--- config.mk ---
export PLATFORM = sky130hd
export DESIGN_NAME = multicycle_sequencer_flat
export DESIGN_NICKNAME = d
export VERILOG_FILES = /design/src/rtl/multicycle_sequencer_pkg.sv /design/src/rtl/multicycle_sequencer_if.sv /design/src/rtl/multicycle_sequencer_next_pc_calc.sv /design/src/rtl/multicycle_sequencer.sv /design/src/flat_wrapper.sv
export SDC_FILE = /design/constraint.sdc
export NUM_CORES = 1
export LEC_CHECK = 0
export ABC_AREA = 1
export CAP_MARGIN = 10
export CELL_PAD_IN_SITES_DETAIL_PLACEMENT = 1
export CELL_PAD_IN_SITES_GLOBAL_PLACEMENT = 2
export CORE_UTILIZATION = 22
export CTS_BUF_LIST = sky130_fd_sc_hd__clkbuf_4 sky130_fd_sc_hd__clkbuf_8 sky130_fd_sc_hd__clkbuf_16
export DETAILED_ROUTE_END_ITERATION = 12
export PLACE_DENSITY_LB_ADDON = 0.25
export SYNTH_ARGS = -nofsm -noshare
export SYNTH_HDL_FRONTEND = slang
export SYNTH_HIERARCHICAL = 1
export SYNTH_SLANG_ARGS = --single-unit
--- constraint.sdc ---
create_clock -name clk -period 2.1 [get_ports clk]
set_input_delay 0.21 -clock clk [delete_from_list [all_inputs] [get_ports clk]]
set_output_delay 0.21 -clock clk [all_outputs]
set_load 0.03 [all_outputs]
--- src/rtl/multicycle_sequencer_pkg.sv ---
// Shared encodings for the multi-cycle processor sequencer: states, opcodes
// and the instruction classes that select each instruction's cycle path.
package mc_pkg;

   localparam int unsigned PC_W    = 4;
   localparam int unsigned INSTR_W = 32;
   localparam int unsigned OP_W    = 6;

   typedef enum logic [2:0] {
      S_FETCH     = 3'd0,
      S_DECODE    = 3'd1,
      S_EXECUTE   = 3'd2,
      S_MEM       = 3'd3,
      S_WRITEBACK = 3'd4,
      S_HALT      = 3'd5,
      S_IDLE      = 3'd6
   } state_e;

   localparam logic [OP_W-1:0] OP_RTYPE = 6'd0;
   localparam logic [OP_W-1:0] OP_ADDIU = 6'd9;
   localparam logic [OP_W-1:0] OP_LW    = 6'd35;
   localparam logic [OP_W-1:0] OP_SW    = 6'd43;
   localparam logic [OP_W-1:0] OP_BEQ   = 6'd4;
   localparam logic [OP_W-1:0] OP_BNE   = 6'd5;
   localparam logic [OP_W-1:0] OP_JAL   = 6'd3;
   localparam logic [OP_W-1:0] FN_JR    = 6'd8;

   typedef enum logic [2:0] {
      CL_ALU = 3'd0,
      CL_LW  = 3'd1,
      CL_SW  = 3'd2,
      CL_BEQ = 3'd3,
      CL_BNE = 3'd4,
      CL_JAL = 3'd5,
      CL_JR  = 3'd6,
      CL_ILL = 3'd7
   } cls_e;

   // Map opcode/funct to the class that selects the cycle path and next-PC rule.
   function automatic cls_e decode_class(input logic [OP_W-1:0] op, input logic [OP_W-1:0] fn);
      cls_e cls;
      cls = CL_ILL;
      case (op)
         OP_RTYPE: cls = (fn == FN_JR) ? CL_JR : CL_ALU;
         OP_ADDIU: cls = CL_ALU;
         OP_LW:    cls = CL_LW;
         OP_SW:    cls = CL_SW;
         OP_BEQ:   cls = CL_BEQ;
         OP_BNE:   cls = CL_BNE;
         OP_JAL:   cls = CL_JAL;
         default:  cls = CL_ILL;
      endcase
      return cls;
   endfunction

endpackage

--- src/rtl/multicycle_sequencer_if.sv ---
// Sequencer <-> datapath/instruction-memory bundle; the sequencer is the slave
// side, the surrounding datapath (or bench) the master side.
interface multicycle_sequencer_if #(
   parameter int unsigned CNT_W = 8
);
   logic             start;
   logic [31:0]      instruction;
   logic             alu_zero;
   logic [3:0]       jr_target;
   logic [2:0]       state;
   logic [3:0]       pc;
   logic             link_we;
   logic [3:0]       link_pc;
   logic             done;
   logic             illegal;
   logic [CNT_W-1:0] retired;

   modport master (
      output start, instruction, alu_zero, jr_target,
      input  state, pc, link_we, link_pc, done, illegal, retired
   );

   modport slave (
      input  start, instruction, alu_zero, jr_target,
      output state, pc, link_we, link_pc, done, illegal, retired
   );
endinterface

--- src/rtl/multicycle_sequencer_next_pc_calc.sv ---
// Next-PC selection for sequential, branch, jal and jr flow; all arithmetic
// wraps modulo 16.
module next_pc_calc
   import mc_pkg::*;
(
   input  logic [PC_W-1:0] pc,
   input  cls_e            cls,
   input  logic [3:0]      imm,
   input  logic [3:0]      target,
   input  logic            alu_zero,
   input  logic [3:0]      jr_target,
   output logic [PC_W-1:0] next_pc
);

   logic [PC_W-1:0] pc_inc;

   assign pc_inc = pc + PC_W'(1);

   // Branch offset is the sign-extended immediate truncated to the PC width.
   always_comb begin
      next_pc = pc_inc;
      case (cls)
         CL_BEQ:  next_pc = alu_zero  ? pc_inc + imm : pc_inc;
         CL_BNE:  next_pc = !alu_zero ? pc_inc + imm : pc_inc;
         CL_JAL:  next_pc = target;
         CL_JR:   next_pc = jr_target;
         default: next_pc = pc_inc;
      endcase
   end

endmodule

--- src/rtl/multicycle_sequencer.sv ---
// Control sequencer of the 14-word multi-cycle processor: walks each
// instruction through its class-dependent cycle path and commits the next PC.
module multicycle_sequencer
   import mc_pkg::*;
#(
   parameter int unsigned START_PC = 12,
   parameter int unsigned PROG_LEN = 14,
   parameter int unsigned CNT_W    = 8
) (
   input  logic                 clk,
   input  logic                 reset,
   multicycle_sequencer_if.slave bus
);

   state_e            state_q, state_nxt;
   logic [PC_W-1:0]   pc_q, pc_nxt;
   logic [CNT_W-1:0]  retired_q, retired_nxt;
   cls_e              cls_q, cls_nxt;
   logic              link_we_q, link_we_nxt;
   logic [PC_W-1:0]   link_pc_q, link_pc_nxt;
   logic              done_q, done_nxt;
   logic              illegal_q, illegal_nxt;

   cls_e              cls_dec_c;
   logic [PC_W-1:0]   next_pc_c;
   logic              halt_c;
   logic              commit_c;
   logic              restart_c;
   logic              unused_instr_bits;

   assign cls_dec_c         = decode_class(bus.instruction[31:26], bus.instruction[5:0]);
   assign unused_instr_bits = ^bus.instruction[25:6];

   next_pc_calc u_next_pc (
      .pc        (pc_q),
      .cls       (cls_q),
      .imm       (bus.instruction[3:0]),
      .target    (bus.instruction[3:0]),
      .alu_zero  (bus.alu_zero),
      .jr_target (bus.jr_target),
      .next_pc   (next_pc_c)
   );

   assign halt_c    = 32'(next_pc_c) >= PROG_LEN;
   assign restart_c = bus.start && (state_q == S_IDLE || state_q == S_HALT);

   // Final edge of an instruction: branches/jumps in EXECUTE, sw in MEM, rest in WRITEBACK.
   always_comb begin
      commit_c = 1'b0;
      case (state_q)
         S_EXECUTE:   commit_c = (cls_q == CL_BEQ) || (cls_q == CL_BNE) ||
                                 (cls_q == CL_JAL) || (cls_q == CL_JR);
         S_MEM:       commit_c = (cls_q == CL_SW);
         S_WRITEBACK: commit_c = 1'b1;
         default:     commit_c = 1'b0;
      endcase
   end

   always_ff @(posedge clk or posedge reset) begin
      if (reset) begin
         state_q   <= S_IDLE;
         pc_q      <= PC_W'(START_PC);
         retired_q <= '0;
         cls_q     <= CL_ALU;
         link_we_q <= 1'b0;
         link_pc_q <= '0;
         done_q    <= 1'b0;
         illegal_q <= 1'b0;
      end else begin
         state_q   <= state_nxt;
         pc_q      <= pc_nxt;
         retired_q <= retired_nxt;
         cls_q     <= cls_nxt;
         link_we_q <= link_we_nxt;
         link_pc_q <= link_pc_nxt;
         done_q    <= done_nxt;
         illegal_q <= illegal_nxt;
      end
   end

   // Next-state logic.
   always_comb begin
      state_nxt = state_q;
      case (state_q)
         S_IDLE, S_HALT: if (restart_c) state_nxt = S_FETCH;
         S_FETCH:        state_nxt = S_DECODE;
         S_DECODE:       state_nxt = (cls_dec_c == CL_ILL) ? S_HALT : S_EXECUTE;
         S_EXECUTE: begin
            if (commit_c)                                 state_nxt = halt_c ? S_HALT : S_FETCH;
            else if (cls_q == CL_LW || cls_q == CL_SW)    state_nxt = S_MEM;
            else                                          state_nxt = S_WRITEBACK;
         end
         S_MEM: begin
            if (commit_c) state_nxt = halt_c ? S_HALT : S_FETCH;
            else          state_nxt = S_WRITEBACK;
         end
         S_WRITEBACK:    state_nxt = halt_c ? S_HALT : S_FETCH;
         default:        state_nxt = S_IDLE;
      endcase
   end

   // Registered-output next values; link_we is a single EXECUTE-cycle pulse.
   always_comb begin
      pc_nxt      = pc_q;
      retired_nxt = retired_q;
      cls_nxt     = cls_q;
      link_we_nxt = 1'b0;
      link_pc_nxt = '0;
      done_nxt    = done_q;
      illegal_nxt = illegal_q;
      if (restart_c) begin
         pc_nxt      = PC_W'(START_PC);
         retired_nxt = '0;
         done_nxt    = 1'b0;
         illegal_nxt = 1'b0;
      end
      if (state_q == S_DECODE) begin
         cls_nxt = cls_dec_c;
         if (cls_dec_c == CL_ILL) begin
            illegal_nxt = 1'b1;
         end else if (cls_dec_c == CL_JAL) begin
            link_we_nxt = 1'b1;
            link_pc_nxt = pc_q + PC_W'(1);
         end
      end
      if (commit_c) begin
         pc_nxt      = next_pc_c;
         retired_nxt = (retired_q == '1) ? retired_q : retired_q + CNT_W'(1);
         if (halt_c) done_nxt = 1'b1;
      end
   end

   assign bus.state   = state_q;
   assign bus.pc      = pc_q;
   assign bus.retired = retired_q;
   assign bus.link_we = link_we_q;
   assign bus.link_pc = link_pc_q;
   assign bus.done    = done_q;
   assign bus.illegal = illegal_q;

endmodule
--- src/flat_wrapper.sv ---
// flat-port wrapper written by rule: the top's interface ports become plain ports
module multicycle_sequencer_flat import mc_pkg::*;
#(
   parameter int unsigned START_PC = 12,
   parameter int unsigned PROG_LEN = 14,
   parameter int unsigned CNT_W    = 8
)
  (clk, reset, bus_start, bus_instruction, bus_alu_zero, bus_jr_target, bus_state, bus_pc, bus_link_we, bus_link_pc, bus_done, bus_illegal, bus_retired);
  multicycle_sequencer_if #(.CNT_W(CNT_W)) bus_i ();
  input  logic clk;
  input  logic reset;
  input wire logic [$bits(bus_i.start)-1:0] bus_start;
  input wire logic [$bits(bus_i.instruction)-1:0] bus_instruction;
  input wire logic [$bits(bus_i.alu_zero)-1:0] bus_alu_zero;
  input wire logic [$bits(bus_i.jr_target)-1:0] bus_jr_target;
  output wire logic [$bits(bus_i.state)-1:0] bus_state;
  output wire logic [$bits(bus_i.pc)-1:0] bus_pc;
  output wire logic [$bits(bus_i.link_we)-1:0] bus_link_we;
  output wire logic [$bits(bus_i.link_pc)-1:0] bus_link_pc;
  output wire logic [$bits(bus_i.done)-1:0] bus_done;
  output wire logic [$bits(bus_i.illegal)-1:0] bus_illegal;
  output wire logic [$bits(bus_i.retired)-1:0] bus_retired;
  assign bus_i.start = bus_start;
  assign bus_i.instruction = bus_instruction;
  assign bus_i.alu_zero = bus_alu_zero;
  assign bus_i.jr_target = bus_jr_target;
  assign bus_state = bus_i.state;
  assign bus_pc = bus_i.pc;
  assign bus_link_we = bus_i.link_we;
  assign bus_link_pc = bus_i.link_pc;
  assign bus_done = bus_i.done;
  assign bus_illegal = bus_i.illegal;
  assign bus_retired = bus_i.retired;
  multicycle_sequencer #(.START_PC(START_PC), .PROG_LEN(PROG_LEN), .CNT_W(CNT_W)) u_core (.clk(clk), .reset(reset), .bus(bus_i));
endmodule
==> results.toml <==
[run_status]
status = "finished with violations"
violations = "setup timing"

[drt]
drc = 0
drt_iter0_markers = 29
ant_nets = 0
wl_um = 5160
via_count = 1879
drtPass1Iterations = 4
avgViaCountPerCell = 4.44
wl_per_cell_um = 12.2

[pwr]
leakagePower_nw = 1.23
comb_power_share_pct = 67.9
p_clk_share_pct = 8.6
total_power_mw = 3.47
p_seq_share_pct = 23.5
swShare_pct = 48.4
power_density_nw_per_um2 = 1300
p_switching_mw = 1.68
max-vdd-ir-drop_mv = 0.345
p_int_mw = 1.79

[placement]
portBuffers = 41
dp_hpwl_um = 4160
dp_cells = 415
gp_congestion = 0.789

[critical_path]
r2r_start = "u_core/bus.pc[1]$_DFFE_PP0P_"
cp.arrival_ns = 2.49
ff2ff_setup_slack_ns = -0.17
endpoint = "u_core/bus.state[2]$_DFFE_PP1P_"
crit_required_ns = 2.32
r2r_end = "u_core/bus.state[2]$_DFFE_PP1P_"
critPathLaunch = "u_core/bus.pc[1]$_DFFE_PP0P_"
start_kind = "flip-flop"
reg2regPathDepth = 15
end_kind = "flip-flop"
criticalPathCategory = "reg -> reg"
path_max_fanout = 4

[die]
initial_core_util_pct = 23.1
die_h_um = 93.0
coreArea_um2 = 7890
dieArea_um2 = 8650
num_rows = 32
die_w_um = 93.0
ios = 62

[sta]
slew_viol_final = 0
tightest_slew_ns = 0.446
fin_skew_ns = 0.00295
timing.final.ws_setup_ns = -0.173
layout_min_cycle_time_ns = 2.27
finalCritPeriodShare_pct = 108
setup_violations = 4
fmax_mhz = 440
timing.hold.ws_ns = 0.291
fin_setup_tns_ns = -0.461
slew-limit-headroom_pct = 70.1
finalHoldViolCount = 0
rsz0062_at_grt = "true"

[logic_synthesis]
synthesis.nets = 303
netlist_area_um2 = 1820
ys_seq_area_share_pct = 34.6
synth_cells = 256
ys_types = 31
ys_ff_latch = 25
synth_area_per_cell_um2 = 7.12
yosys_warnings = 6

[global_route]
grtUsageTotal_pct = 12.8
antenna_found_initial = 0
gr-total-overflow = 0
grt_pass1_wl_um = 8890
grt_max_degree = 26
grt_pass1_vias = 1942

[clock_tree]
clk_latency_ns = 0.27
ctsHtreeMaxLevel = 1
cts-root-buf = "clkbuf_8"
clock_path_buffers = 2
cts_tree = "done"
clock_sinks = 25
path_clk_slew_ns = 0.09
cts_buffers = 3

[min_path]
hold_class = "in -> async"

[finish]
syn_to_final_growth_pct = 46.1
post_route_cells_drive_above_1_share_pct = 23.7
instances_no_fill = 423
diodes = 0
layout_common_cells = "nand2_1, clkdlybuf4s50_1, inv_1, nor2_1, nand3_1"
final_nets = 369
layout_commonest_cell = "nand2_1"

[run]
max-cap-violations = 0
-- state kept, by name, indices dropped and copies added, names as in the netlist --
name	cells
u_core/bus.retired	8
u_core/bus.illegal	1
u_core/cls_q	3
u_core/bus.link_pc	4
u_core/bus.link_we	1
u_core/bus.done	1
u_core/bus.pc	4
u_core/bus.state	3
-- logic make-up after synthesis --
logic type / after synthesis / synth area share [%]
buf+inv: 40 / 8.79
xor+xnor: 8 / 3.84
fa+ha+maj: 7 / 5.22
compound gates: 30 / 10.0
flops: 25 / 34.6
simple gates: 146 / 37.5
-- metal layers --
layer / part of all wire (%) / track usage [%] / wire, um
met1: 48 / 16.6 / 2470
met4: 0.43 / 2.31 / 22
met2: 49 / 22.1 / 2520
met5: 0 / 0 / 0
met3: 2.8 / 2.60 / 147
-- how the worst min path moves through the flow --
stage | start | end | slack [ns]
2_1_floorplan | reset | u_core/bus.done$_DFF_PP0_ | 0.23
3_3_place_gp | u_core/bus.illegal$_DFF_PP0_ | u_core/bus.illegal$_DFF_PP0_ | 0.48
3_5_place_dp | u_core/bus.illegal$_DFF_PP0_ | u_core/bus.illegal$_DFF_PP0_ | 0.49
4_1_cts | reset | u_core/bus.retired[3]$_DFFE_PP0P_ | 0.30
5_1_grt | reset | u_core/bus.retired[3]$_DFFE_PP0P_ | 0.31
6_report | reset | u_core/bus.retired[3]$_DFFE_PP0P_ | 0.29
-- stage by stage --
stage	area, um^2	setup slack, ns	utilization [%]
2_1_floorplan	1870	-0.0833	-
3_3_place_gp	2520	-0.217	32.0
3_5_place_dp	2520	-0.250	32.0
4_1_cts	2610	-0.208	33.1
5_1_grt	2660	-0.315	33.8
6_report	2660	-0.173	33.8
-- power groups by stage --
stage                     clock network (mW)  logic (mW)  registers, mW
after floorplan                            0        1.08           1.07
after global placement                     0        2.09          0.823
after detailed placement                   0        2.12          0.827
after CTS                              0.317        2.22          0.821
after global routing                   0.333        2.62          0.845
final                                  0.298        2.36          0.817
-- cell usage after synthesis --
library cell   n  share of area (%)
or2_2          1               0.34
dfstp_2        4                5.8
nor2_2         9                3.1
fa_1           1                1.1
a21oi_1       10                2.7
buf_6          1               0.62
o21ai_2        2               0.96
a22o_1         1               0.48
nor3_1         2               0.55
a31oi_1        2               0.69
a21oi_2        1               0.48
dfrtp_1       21                 29
nand2_2        6                2.1
nor3_2         2                1.1
nand4_1       10                3.4
xor2_1         6                2.9
inv_1         35                7.2
xnor2_1        2               0.96
nand3_1       36                9.9
o21ai_0        6                1.6
inv_4          1               0.34
nand2_1       46                9.5
o22ai_1        1               0.34
o21bai_1       1               0.41
nor2_1        32                6.6
ha_1           6                4.1
inv_2          3               0.62
nand2_4        1               0.62
o21ai_1        5                1.4
a21oi_4        1               0.89
nand3b_1       1               0.41
-- critical path, stage by stage (launching register included) --
cell and delay, ns:
dfrtp_2 0.44, ha_4 0.18, xnor2_4 0.16, inv_2 0.06, ha_4 0.28, nand3_2 0.08, nand2_2 0.07, nand3b_1 0.12
nand3_2 0.07, a21oi_2 0.13, inv_2 0.07, nor3_4 0.25, inv_2 0.07, nand2_2 0.07, nand3_2 0.08, nand3_2 0.08
-- cell type report --
type | instances | area, um^2
Tap cell | 102 | 128
Clock inverter | 1 | 7.51
Multi-Input combinational cell | 191 | 1130
Inverter | 39 | 149
Sequential cell | 25 | 633
Fill cell | 971 | 5230
Clock buffer | 3 | 41.3
Timing Repair Buffer | 62 | 572
-- repair_timing --
action | 4_1_cts | 5_1_grt
pin swaps | 7 | 9
hold buffers | 0 | 0
gates resized for setup | 6 | 11
setup endpoints to repair | 3 | 4
buffers inserted | 2 | 3
No activity file was read; power rests on OpenSTA's default activity.
